[src/rtl/ram_transaction_sequencer.sv]
// ram_transaction_sequencer: runs N-beat four-phase MFA/MFC bursts between the control unit and the RAM.
// Define MFC_TIMEOUT_EN to build the MFC timeout abort; by default ASSERT waits for MFC indefinitely.
module ram_transaction_sequencer #(
  parameter int unsigned ADDR_W  = 9,
  parameter int unsigned BEAT_W  = 3,
  parameter int unsigned TIMEOUT = 15
) (
  input  logic              clk,
  input  logic              reset,
  input  logic              req,
  input  logic              req_rw,
  input  logic [ADDR_W-1:0] req_addr,
  input  logic [1:0]        req_size,
  input  logic [BEAT_W-1:0] req_beats,
  output logic              ready,
  output logic              beat_strobe,
  output logic [BEAT_W-1:0] beat_idx,
  output logic              done,
  output logic              error,
  output logic              ramMFA,
  output logic              ramRW,
  output logic [ADDR_W-1:0] ramAddress,
  output logic [1:0]        ramDataSize,
  input  logic              ramMFC
);

  typedef enum logic [1:0] {
    S_IDLE    = 2'd0,
    S_ASSERT  = 2'd1,
    S_RELEASE = 2'd2,
    S_FIN     = 2'd3
  } state_t;

  state_t            state_q, state_d;
  logic              ready_q, ready_d;
  logic              beat_strobe_q, beat_strobe_d;
  logic [BEAT_W-1:0] beat_idx_q, beat_idx_d;
  logic              done_q, done_d;
  logic              error_q, error_d;
  logic              mfa_q, mfa_d;
  logic              rw_q, rw_d;
  logic [ADDR_W-1:0] addr_q, addr_d;
  logic [1:0]        size_q, size_d;
  logic [BEAT_W-1:0] beats_q, beats_d;
  logic              fault_q, fault_d;

`ifdef MFC_TIMEOUT_EN
  localparam int unsigned TMO_W = (TIMEOUT < 2) ? 1 : $clog2(TIMEOUT);
  logic [TMO_W-1:0]  tmo_q, tmo_d;
  logic              abort_q, abort_d;
`endif

  logic              illegal_c;
  logic              more_beats_c;
  logic [2:0]        step_c;

  // Request legality: reserved size or natural-alignment violation.
  always_comb begin
    illegal_c = 1'b0;
    case (req_size)
      2'b00:   illegal_c = 1'b0;
      2'b01:   illegal_c = req_addr[0];
      2'b10:   illegal_c = (req_addr[1:0] != 2'b00);
      default: illegal_c = 1'b1;
    endcase
  end

  // Address increment per beat follows the transfer size.
  always_comb begin
    case (size_q)
      2'b01:   step_c = 3'd2;
      2'b10:   step_c = 3'd4;
      default: step_c = 3'd1;
    endcase
  end

`ifdef MFC_TIMEOUT_EN
  assign more_beats_c = (beat_idx_q != (beats_q - BEAT_W'(1))) && !abort_q;
`else
  assign more_beats_c = (beat_idx_q != (beats_q - BEAT_W'(1)));
`endif

  always_comb begin
    state_d       = state_q;
    ready_d       = 1'b0;
    beat_strobe_d = 1'b0;
    done_d        = 1'b0;
    error_d       = 1'b0;
    beat_idx_d    = beat_idx_q;
    mfa_d         = mfa_q;
    rw_d          = rw_q;
    addr_d        = addr_q;
    size_d        = size_q;
    beats_d       = beats_q;
    fault_d       = fault_q;
`ifdef MFC_TIMEOUT_EN
    tmo_d         = tmo_q;
    abort_d       = abort_q;
`endif

    case (state_q)
      S_IDLE: begin
        ready_d = 1'b1;
        if (ready_q && req) begin
          ready_d    = 1'b0;
          rw_d       = req_rw;
          addr_d     = req_addr;
          size_d     = req_size;
          beats_d    = (req_beats == '0) ? BEAT_W'(1) : req_beats;
          beat_idx_d = '0;
          fault_d    = illegal_c;
`ifdef MFC_TIMEOUT_EN
          tmo_d      = '0;
          abort_d    = 1'b0;
`endif
          if (illegal_c) begin
            state_d = S_FIN;
          end else begin
            state_d = S_ASSERT;
            mfa_d   = 1'b1;
          end
        end
      end

      S_ASSERT: begin
        if (ramMFC) begin
          beat_strobe_d = 1'b1;
          mfa_d         = 1'b0;
          state_d       = S_RELEASE;
        end
`ifdef MFC_TIMEOUT_EN
        else if (tmo_q == TMO_W'(TIMEOUT - 1)) begin
          mfa_d   = 1'b0;
          abort_d = 1'b1;
          state_d = S_RELEASE;
        end else begin
          tmo_d = tmo_q + TMO_W'(1);
        end
`endif
      end

      // Four-phase: the next beat may only start once MFC has returned low.
      S_RELEASE: begin
        if (!ramMFC) begin
`ifdef MFC_TIMEOUT_EN
          fault_d = fault_q | abort_q;
          tmo_d   = '0;
`endif
          if (more_beats_c) begin
            beat_idx_d = beat_idx_q + BEAT_W'(1);
            addr_d     = addr_q + ADDR_W'(step_c);
            mfa_d      = 1'b1;
            state_d    = S_ASSERT;
          end else begin
            state_d = S_FIN;
          end
        end
      end

      S_FIN: begin
        done_d  = 1'b1;
        error_d = fault_q;
        state_d = S_IDLE;
      end

      default: state_d = S_IDLE;
    endcase
  end

  always_ff @(posedge clk) begin
    if (reset) begin
      state_q       <= S_IDLE;
      ready_q       <= 1'b1;
      beat_strobe_q <= 1'b0;
      beat_idx_q    <= '0;
      done_q        <= 1'b0;
      error_q       <= 1'b0;
      mfa_q         <= 1'b0;
      rw_q          <= 1'b1;
      addr_q        <= '0;
      size_q        <= 2'b00;
      beats_q       <= BEAT_W'(1);
      fault_q       <= 1'b0;
`ifdef MFC_TIMEOUT_EN
      tmo_q         <= '0;
      abort_q       <= 1'b0;
`endif
    end else begin
      state_q       <= state_d;
      ready_q       <= ready_d;
      beat_strobe_q <= beat_strobe_d;
      beat_idx_q    <= beat_idx_d;
      done_q        <= done_d;
      error_q       <= error_d;
      mfa_q         <= mfa_d;
      rw_q          <= rw_d;
      addr_q        <= addr_d;
      size_q        <= size_d;
      beats_q       <= beats_d;
      fault_q       <= fault_d;
`ifdef MFC_TIMEOUT_EN
      tmo_q         <= tmo_d;
      abort_q       <= abort_d;
`endif
    end
  end

  assign ready       = ready_q;
  assign beat_strobe = beat_strobe_q;
  assign beat_idx    = beat_idx_q;
  assign done        = done_q;
  assign error       = error_q;
  assign ramMFA      = mfa_q;
  assign ramRW       = rw_q;
  assign ramAddress  = addr_q;
  assign ramDataSize = size_q;

endmodule

[config.mk]
export PLATFORM = sky130hd
export DESIGN_NAME = ram_transaction_sequencer
export DESIGN_NICKNAME = d
export VERILOG_FILES = /design/src/rtl/ram_transaction_sequencer.sv
export SDC_FILE = /design/constraint.sdc
export NUM_CORES = 1
export LEC_CHECK = 0
export CAP_MARGIN = 30
export CORE_MARGIN = 5
export CORE_UTILIZATION = 40
export CTS_CLUSTER_DIAMETER = 30
export CTS_CLUSTER_SIZE = 16
export DETAILED_ROUTE_END_ITERATION = 6
export GPL_ROUTABILITY_DRIVEN = 1
export HOLD_SLACK_MARGIN = 0.15
export PLACE_DENSITY = 0.76
export SLEW_MARGIN = 0
export SYNTH_ARGS = -nofsm -noshare
export SYNTH_HDL_FRONTEND = slang
export SYNTH_SLANG_ARGS = --single-unit
[constraint.sdc]
create_clock -name clk -period 4.1 [get_ports clk]
set_input_delay 0.82 -clock clk [delete_from_list [all_inputs] [get_ports clk]]
set_output_delay 0.82 -clock clk [all_outputs]
set_load 0.02 [all_outputs]
# Yosys cells after proc, flatten, opt, wreduce, memory -nomap -nowiden
# Cells that the tools add are included.
word_totals:
  regBits: 26
  inputBits: 19
  elab_cells: 70
  ram_bits: 0
  mem_count: 0
  mem_bits_ro: 0
  latchBits: 0
classes:
  bitwise_logic: 2
  n_shift: 0
  n_eq_ne: 13
  div_mod_pow: 0
  n_addsub: 3
  mux: 27
  n_reduce_logical: 13
  magnitude_cmp: 0
  n_mul: 0
op_table:
  columns: ["operator", "count"]
  rows:
  - ["$mux 9", 3]
  - ["$pmux 9 s2", 1]
  - ["$mux 3", 4]
  - ["$pmux 3 s2", 2]
  - ["$mux 2", 5]
  - ["$ne 2x2->1 const B", 5]
  - ["$add 9x3->9", 1]
  - ["$mux 1", 9]
  - ["$eq 2x2->1 const B", 4]
  - ["$pmux 2 s4", 1]
  - ["$eq 2x1->1 const B", 3]
  - ["$pmux 1 s3", 2]
  - ["$reduce_and 6->1", 1]
  - ["$logic_not 2->1", 2]
  - ["$reduce_and 4->1", 1]
  - ["$reduce_bool 2->1", 2]
  - ["$reduce_or 2->1", 2]
  - ["$add 3x1->3 const B", 1]
  - ["$logic_not 3->1", 1]
  - ["$ne 3x3->1", 1]
  - ["$reduce_and 3->1", 1]
  - ["$reduce_bool 3->1", 1]
  - ["$sub 3x1->3 const B", 1]
  - ["$not 1->1", 2]
  - ["other kinds (2)", 2]

# Longest topological paths before layout
# Gate-level depths: netlist (run 1).
depth:
  ltp_word: 6
  mapped_depth: 9
  mapped_depth_nobuf: 9

# Worst setup path after synthesis (run 1)
# No wires, ideal clock.
synth_timing:
  path_kind: "register to register"
  startpoint: "reg size_q[0] (netlist: ramDataSize[0])"
  endpoint: "reg addr_q[4] (netlist: ramAddress[4])"
  arrival_ps: 2279
  required_time_ps: 4014
  setup_time_ps: 86
  period_less_slack_ps: 2366
  path_buffers: 0
  path_stages_with_launch: 10
  setup_slack_ps: 1734
  path_cell_list: "dfxtp_1 inv_1 ha_1 ha_1 inv_1 fa_1 nor2b_1 o21ai_0 a211o_1 a221oi_2"
synth_via:
  elab_chain_cells: 6
synth_lines:
  columns: ["item", "line_no", "rtl"]
  rows:
  - ["start: declaration", "43", "logic [1:0] size_q, size_d;"]
  - ["start signal: assignment", "198", "size_q <= size_d;"]
  - ["$eq 2x2->1 or $eq 2x1->1 (tied branches)", "70", "case (size_q)"]
  - ["$pmux 3 s2 (*)", "70", null]
  - ["$add 9x3->9 (*)", "151", "addr_d = addr_q + ADDR_W'(step_c);"]
  - ["$mux 9 (*)", "149", "if (more_beats_c) begin"]
  - ["$mux 9 (*)", "144", "if (!ramMFC) begin"]
  - ["$pmux 9 s2 (*)", "101", "case (state_q)"]
  - ["end signal: assignment", "197", "addr_q <= addr_d;"]
  - ["end: declaration", "42", "logic [ADDR_W-1:0] addr_q, addr_d;"]
# Mark *: on every way between the ends. The rest lies on a longest branch, timed or not. The select of a mux whose other input is x is not followed.
# A chain may end at the register's enable or synchronous reset.

# Final worst setup path (run 1)
# Same ends and word-level chain as after synthesis.

==> flow_metrics.tcl, run 1 <==
set metrics [dict create \
    status "finished clean" \
    final_common_cell "clkdlybuf4s50_1" \
    required_ps 4300 \
    cts_resized 0 \
    vias 1444 \
    postSynthCellCount 181 \
    die_height_um 70.8 \
    syn_area_mm2 0.00148 \
    ys_async_sr_fraction_pct 0 \
    maxCapViolations 0 \
    yosysTopAreaCell "dfxtp_1" \
    setup_viol 0 \
    synth-main-ff-cell "dfxtp_1" \
    port_buffers 38 \
    clk_pin_slew_ps 90 \
    r2r_setup_slack_ps 1520 \
    wire_per_inst_um 14.5 \
    grt_overflow 0 \
    start_kind "flop" \
    dp_slack_ps 1300 \
    worstMarginPinSlew_ps 775 \
    htree_levels 1 \
    finalNonFillerCells 262 \
    yosysSeqAreaShare_pct 35.2 \
    powerDensity_mw_per_mm2 427 \
    core.rowCount 22 \
    clock_sinks 26 \
    finalWorstPathRequiredPeriod_ps 2580 \
    postCtsSetupBuffers 0 \
    drive_gt1_share_pct 5.61 \
    antenna_left 0 \
    synth_edf_count 0 \
    drc 0 \
    hpwl_mm 2.72 \
    syn_area_per_cell_um2 8.18 \
    ys_warn_count 0 \
    start_util_pct 40.7 \
    cts_buffers 3 \
    grtUsageTotal_pct 15.7 \
    cp.arrival_ps 2780 \
    slew_viol_final 0 \
    drt_wl_total_mm 3.81 \
    finalHoldViolations 0 \
    area_delta_synth_final_pct 32.0 \
    total_power_mw 0.835 \
    syn_nets 208 \
    antenna_found_initial 0 \
    fin_nets 242 \
    cts_tree "built" \
    endpoint_kind "flop" \
    via_per_inst 5.51 \
    placed_cells 258 \
    synth_top_area_share_pct 35.2 \
    ys_seq_elements 26 \
    clk_path_buf_depth 2 \
    grt_pass1_vias 1383 \
    leakagePower_nw 0.755 \
    cpPeakStageDelay_ps 430 \
    tns_ps 0 \
    dr.pass1.iters 4 \
    yosysUniqueCellTypes 49 \
    cts_root_buffer "clkbuf_8" \
    grt_pass1_wl_mm 6.33 \
    worstPathMaxFanout 7 \
    grt_max_degree 19 \
    skew_ps 1.99 \
    gp_congestion 0.832 \
    path_cells "inv_1 -> ha_1 -> ha_1 -> inv_1 -> fa_1 -> nor2b_1 -> o21ai_0 -> a211o_1 -> a221oi_2" \
    finish.utilization_pct 53.8 \
    postLayoutSetupSlackWorst_ps 1520 \
    drt_iter0_drc 119 \
    diodes 0 \
    design.core.area_mm2 0.00363 \
    rsz0062_at_grt "no" \
    fin_crit_sh_pct 62.9 \
    crit_type "flop to flop" \
    ioPinCount 39 \
    slew_headroom_pct 47.6 \
    layout_common_cells "38 x clkdlybuf4s50_1, 26 x dfxtp_1, 25 x nand2_1" \
    die_w_um 70.8 \
    cp_slowest_cell "nor2b_1" \
    irDropWorstVdd_v 0.000215 \
    ctsHoldBuffers 0 \
    hold_path_class "flop to flop" \
    die_area_mm2 0.00502 \
    ys_top_cells_by_area "dfxtp_1 35%, nand2_1 6.3%, ha_1 5.9%" \
    clk_latency_ps 280 \
    fmax_mhz 388 \
]
-- power by group --
part	internal, mW	total, mW	switching (mW)
clock	0.131	0.217	0.0863
sequential	0.287	0.326	0.0389
combinational	0.132	0.292	0.160
total	0.550	0.835	0.285
-- synthesized netlist by cell type, types with 2 or more instances --
cell type	count
o21ai_0	10
o221a_2	2
nor3_1	3
o21bai_1	2
buf_2	3
a21oi_1	14
clkbuf_1	6
a211oi_1	2
a211o_1	2
o211ai_1	3
xor2_1	2
inv_1	12
nand2b_1	2
nor2_1	12
nor2b_1	3
nand4_1	3
nand3_1	5
nand2_1	25
and3_1	5
and4_1	2
ha_1	7
dfxtp_1	26
a311oi_1	3
o2111ai_1	2
-- sequential cells by signal, summed over array words and instances, names as in the netlist, 2 cells and up --
register	cells
ramDataSize	2
beats_q	3
ramAddress	9
state_q	2
beat_idx	3
-- kinds of logic (layout without fill, tap and decap cells) --
kind of cell             after synthesis  in the layout  synth area share [%]
adder cells (fa/ha/maj)                8              8                  7.27
AO/OA/AOI/OAI                         54             54                  25.6
buffers and inverters                 23             56                  6.59
AND/OR/NAND/NOR                       67             67                  22.7
flip-flops                            26             26                  35.2
XOR/XNOR                               3              3                  2.71
-- per-stage QoR --
step           hold slack (ps)  area (um2)
2_1_floorplan              430        1480
3_3_place_gp               447        1880
3_5_place_dp               448        1880
4_1_cts                    468        1950
5_1_grt                    496        1950
6_report                   463        1950
-- metal layers --
metal / part of all wire (%) / up-vias / track usage [%] / wire (um)
met5: 0 / - / 0 / 0
met4: 2.5 / 0 / 8.14 / 96
met3: 5.6 / 7 / 2.56 / 212
met2: 45 / 47 / 23.3 / 1700
met1: 47 / 669 / 21.8 / 1800
li1: - / 721 / - / -
-- cell type report --
class	instances	area, um2
Multi-Input combinational cell	132	862
Inverter	12	45.0
Sequential cell	26	520
Clock inverter	1	30.0
Timing Repair Buffer	40	395
Tap cell	48	60.1
Fill cell	369	1680
Clock buffer	3	41.3
-- path summary, 6_finish.rpt --
check                      start       endpoint  depth (start not counted)
setup / recovery  ramDataSize[0]  ramAddress[4]                          9
hold / removal        beats_q[1]     beats_q[1]                          2
setup reg to reg  ramDataSize[0]  ramAddress[4]                          9
hold reg to reg       beats_q[1]     beats_q[1]                          2
-- critical path, delay by kind of cell, from the launching register on --
kind / cells / cell delay, ps
flip-flops: 1 / 390
adder cells (fa/ha/maj): 3 / 860
AND/OR/NAND/NOR: 1 / 430
buffers and inverters: 2 / 130
AO/OA/AOI/OAI: 3 / 680
Note: power is estimated with default switching activity, not from simulation.
==> run 2: changes to the inputs <==
Settings changed: PLACE_DENSITY 0.76 to 0.78.
Clock period 4.1 ns to 2.1 ns, I/O delays scaled along.
==> run 2 against run 1 <==
Effect of this change: largest cell class unchanged; fmax up 27%; non-clock buffer count up 10; die area unchanged; sequential share of layout area down 1.3 points; clock-buffer cell count up 1; critical endpoint unchanged; global-route usage down 0.39 points.
==> flow_metrics.tcl, run 2 (synthesis results as in run 1) <==
set metrics [dict create \
    status "finished clean" \
    clock_sinks 26 \
    cts_buffers 3 \
    hpwl_mm 2.73 \
    grt_busiest_layer "met2" \
    gp_congestion 0.854 \
    finalHoldViolations 0 \
    cp_num_cells 9 \
    drt_wl_total_mm 3.70 \
    crit_type "flop to flop" \
    area_delta_synth_final_pct 40.2 \
    grt_overflow 0 \
    start_kind "flop" \
    grtUsageTotal_pct 15.3 \
    crit_buf_inv 2 \
    r2r_end "ramAddress[4]" \
    seq_area_um2 526 \
    endpoint_kind "flop" \
    maxCapViolations 0 \
    finish.utilization_pct 57.1 \
    cp.arrival_ps 2230 \
    layout_common_cells "38 x clkdlybuf4s50_1, 25 x nand2_1, 24 x dfxtp_1" \
    worstPathMaxFanout 6 \
    met1_usage_pct 20.6 \
    worstSetupEndpoint "ramAddress[4]" \
    powerDensity_mw_per_mm2 791 \
    clk_pin_slew_ps 90 \
    multi_input_area_um2 907 \
    use_met2_pct 23.4 \
    r2r_setup_slack_ps 70 \
    r2r-start "ramDataSize[0]" \
    cpPeakStageDelay_ps 360 \
    final_common_cell "clkdlybuf4s50_1" \
    irDropWorstVdd_v 0.000305 \
    fin_hold_ws_ps 464 \
    cts_root_buffer "clkbuf_8" \
    start_util_pct 40.7 \
    grt_util_met3_pct 2.56 \
    reg2reg_depth 9 \
    slew_viol_final 0 \
    largest_reg_flops 9 \
    ctsHoldBuffers 0 \
    path_cells "inv_2 -> ha_4 -> ha_4 -> inv_2 -> fa_2 -> nor2b_4 -> o21ai_1 -> a211o_1 -> a221oi_2" \
    die_area_mm2 0.00502 \
    hold_path_class "flop to flop" \
    required_ps 2300 \
    fin_crit_sh_pct 96.5 \
    finalWorstPathRequiredPeriod_ps 2030 \
    design.core.area_mm2 0.00363 \
    cpLargestDelayFamily "adder cells" \
    slew_headroom_pct 69.9 \
    fill_cells 352 \
    grt_max_degree 18 \
    ioPinCount 39 \
    drc 0 \
    setup_viol 0 \
    drt_iter0_drc 95 \
    cts_tree "built" \
    grt_pass1_wl_mm 6.29 \
    via_per_inst 5.30 \
    die_w_um 70.8 \
    grt_pass1_vias 1402 \
    dr.pass1.iters 4 \
    htree_levels 1 \
    crit_start "ramDataSize[0]" \
    core.rowCount 22 \
    clk_latency_ps 280 \
    skew_ps 2.37 \
    fin_nets 252 \
    fmax_mhz 494 \
    antenna_found_initial 0 \
    wire_per_inst_um 13.6 \
    rsz0062_at_grt "yes" \
    worstMarginPinSlew_ps 440 \
    port_buffers 38 \
    leakagePower_nw 0.811 \
    diodes 0 \
    clk_path_buf_depth 2 \
    cp_slowest_cell "fa_2" \
    antenna_left 0 \
    drive_gt1_share_pct 14.3 \
    die_height_um 70.8 \
    vias 1441 \
]
==> run 2: cell types whose count changed in the layout (fill, tap and decap cells not counted), moves of 2 or more <==
cell,delta
a211oi_1,-2
a211oi_2,+2
buf_4,+10
dfxtp_1,-2
ha_1,-2
ha_4,+2
inv_1,-2
inv_2,+2
==> run 2: power breakdown <==
part | internal [mW] | switching [mW] | leakage [nW] | total, mW
clock network | 0.208 | 0.168 | 0.0339 | 0.376
registers | 0.561 | 0.0776 | 0.215 | 0.639
logic | 0.302 | 0.324 | 0.562 | 0.625
==> run 2: through the flow <==
step	worst slack, ps	TNS (ps)	power (mW)	cells	cell area, um2
after floorplan	16.2	0	1.01	181	1490
after global placement	40.8	0	1.24	266	1960
after detailed placement	-15.9	-15.9	1.24	266	1960
after CTS	15.9	0	1.63	272	2040
after global routing	-15.0	-15.0	1.74	272	2070
final	74.1	0	1.64	272	2070
==> run 2: worst min-delay path by stage <==
stage / depth (start not counted) / slack, ps / to / start
final: 2 / 460 / fault_q / fault_q
after global placement: 2 / 450 / fault_q / fault_q
after detailed placement: 2 / 450 / fault_q / fault_q
after CTS: 2 / 470 / fault_q / fault_q
after global routing: 2 / 500 / beats_q[2] / beats_q[2]
after floorplan: 1 / 430 / error / fault_q
==> run 2: routing by layer <==
metal	wire [um]	up-vias
met2	1670	31
met5	0	-
met4	89	0
li1	-	745
met3	142	7
met1	1800	658
==> run 2: final cells by class <==
cell class	count	area share, %
timing repair buffer	50	22.7
clock buffer	4	3.20
multi-input combinational	132	43.7
inverter	12	2.17
sequential	26	25.3
tap	48	2.90
==> run 2: worst register-to-register path: stages (launching register included) <==
cell and delay [ps]:
dfxtp_4 350, inv_2 40, ha_4 260, ha_4 130
inv_2 30, fa_2 360, nor2b_4 170, o21ai_1 70
a211o_1 320, a221oi_2 220
==> run 2: timing repair <==
item / CTS / global route
pin swaps: 2 / 4
gates resized for setup: 2 / 7
endpoints found under the setup margin: 1 / 4
endpoints found under the hold margin: 0 / 0
setup buffers: 2 / 0
==> run 3: changes to the inputs <==
Settings changed: CORE_UTILIZATION 40 to 43, CTS_CLUSTER_DIAMETER 30 to 40, PLACE_DENSITY 0.78 to 0.83, SETUP_SLACK_MARGIN set to 0.15.
==> run 3 against run 2 <==
Effect of this change: first-iteration DRC count up 11%; clock-buffer cell count unchanged; total power fell by 7.4%; critical path depth unchanged; global-route usage rose by 1.4 points; clock skew up 0.69 ps; worst setup slack improved by 41 ps; critical endpoint unchanged; largest power group unchanged.
==> flow_metrics.tcl, run 3 (synthesis results as in run 1) <==
set metrics [dict create \
    worstPathMaxFanout 5 \
    grt_busiest_layer "met2" \
    setup_viol 0 \
    port_buffers 38 \
    layout_common_cells "38 x clkdlybuf4s50_1, 25 x nand2_1, 23 x dfxtp_1" \
    vias 1470 \
    tns_ps 0 \
    crit_buf_inv 2 \
    grt_pass1_wl_mm 6.00 \
    grt_max_degree 18 \
    place_area_mm2 0.00196 \
    antenna_left 0 \
    cts_buffers 3 \
    antenna_found_initial 0 \
    grt_overflow 0 \
    drive_gt1_share_pct 13.5 \
    via_per_inst 5.49 \
    die_height_um 68.7 \
    die_w_um 68.7 \
    gp_congestion 0.878 \
    grtUsageTotal_pct 16.7 \
    met1_usage_pct 20.5 \
    drc 0 \
    diodes 0 \
    slew_headroom_pct 74.0 \
    fmax_mhz 504 \
    ioPinCount 39 \
    grt_pass1_vias 1352 \
    fin_crit_sh_pct 94.5 \
    core.rowCount 21 \
    start_kind "flop" \
    hpwl_mm 2.81 \
    finalHoldViolations 0 \
    final_cell_area_mm2 0.00202 \
    endpoint_kind "flop" \
    cts_root_buffer "clkbuf_4" \
    grt_util_met3_pct 2.76 \
    largest_reg_flops 9 \
    crit_type "flop to flop" \
    leakagePower_nw 0.785 \
    status "finished clean" \
    fin_hold_ws_ps 464 \
    drt_wl_total_mm 3.78 \
    cpPeakStageDelay_ps 370 \
    irDropWorstVdd_v 0.000369 \
    cpLargestDelayFamily "adder cells" \
    rsz0062_at_grt "yes" \
    cp.arrival_ps 2230 \
    dr.pass1.iters 4 \
    clk_path_buf_depth 2 \
    maxCapViolations 0 \
    design.core.area_mm2 0.00334 \
    start_util_pct 44.4 \
    area_delta_synth_final_pct 36.8 \
    clk_latency_ps 320 \
    clock_sinks 26 \
    fill_cells 320 \
    final_common_cell "clkdlybuf4s50_1" \
    drt_iter0_drc 105 \
    worstMarginPinSlew_ps 389 \
    htree_levels 1 \
    cts_tree "built" \
    path_cells "inv_2 -> ha_4 -> ha_4 -> inv_2 -> fa_2 -> nor2b_4 -> o21ai_1 -> a211o_1 -> a221oi_2" \
    finalWorstPathRequiredPeriod_ps 1980 \
    r2r_setup_slack_ps 120 \
    use_met2_pct 29.8 \
    fin_nets 250 \
    die_area_mm2 0.00472 \
    slew_viol_final 0 \
    clk_pin_slew_ps 140 \
    hold_path_class "flop to flop" \
    skew_ps 3.07 \
    cp_slowest_cell "dfxtp_4" \
    required_ps 2340 \
    wire_per_inst_um 14.1 \
    powerDensity_mw_per_mm2 750 \
    ctsHoldBuffers 0 \
]
run 3: area by class of cell:
| type | count | area [um2] | share of cell area (%) |
|---|---|---|---|
| clock buffer | 4 | 36.3 | 1.79 |
| sequential | 26 | 527 | 26.0 |
| multi-input combinational | 132 | 903 | 44.6 |
| timing repair buffer | 48 | 455 | 22.5 |
| inverter | 12 | 45.0 | 2.22 |
| tap | 46 | 57.6 | 2.84 |
run 3: power breakdown:
part           total (mW)  leakage [nW]  switching (mW)  internal [mW]
combinational       0.625         0.549           0.327          0.298
sequential          0.640         0.215          0.0776          0.562
clock               0.255        0.0210           0.149          0.106
run 3: path summary, 6_finish.rpt:
path                  startpoint             to  cells after the start
setup / recovery  ramDataSize[0]  ramAddress[4]                      9
setup reg to reg  ramDataSize[0]  ramAddress[4]                      9
hold / removal           fault_q        fault_q                      2
hold reg to reg          fault_q        fault_q                      2
run 3: per-layer routing:
layer  wire (um)  part of all wire [%]
met3         197                   5.2
met2        1910                    51
met4          15                  0.40
met1        1660                    44
met5           0                     0
run 3: worst min-delay path, stage by stage (launching register included):
cell and delay (ps):
dfxtp_1 330, nand2_1 50, a21oi_1 50
run 3: what timing repair did:
item | 4_1_cts | 5_1_grt
hold endpoints to repair | 0 | 0
resized for setup | 0 | 4
endpoints found under the setup margin | 3 | 8
pin swaps | 1 | 5
buffers inserted | 2 | 1
run 3: through the flow:
stage,utilization (%),cells,setup WS (ps),power (mW)
finish,60.7,268,115,1.52
global route,60.7,268,17.4,1.61
CTS,60.2,267,111,1.52
detailed placement,58.7,261,56.5,1.26
global placement,58.7,261,112,1.25
floorplan,-,181,108,1.02
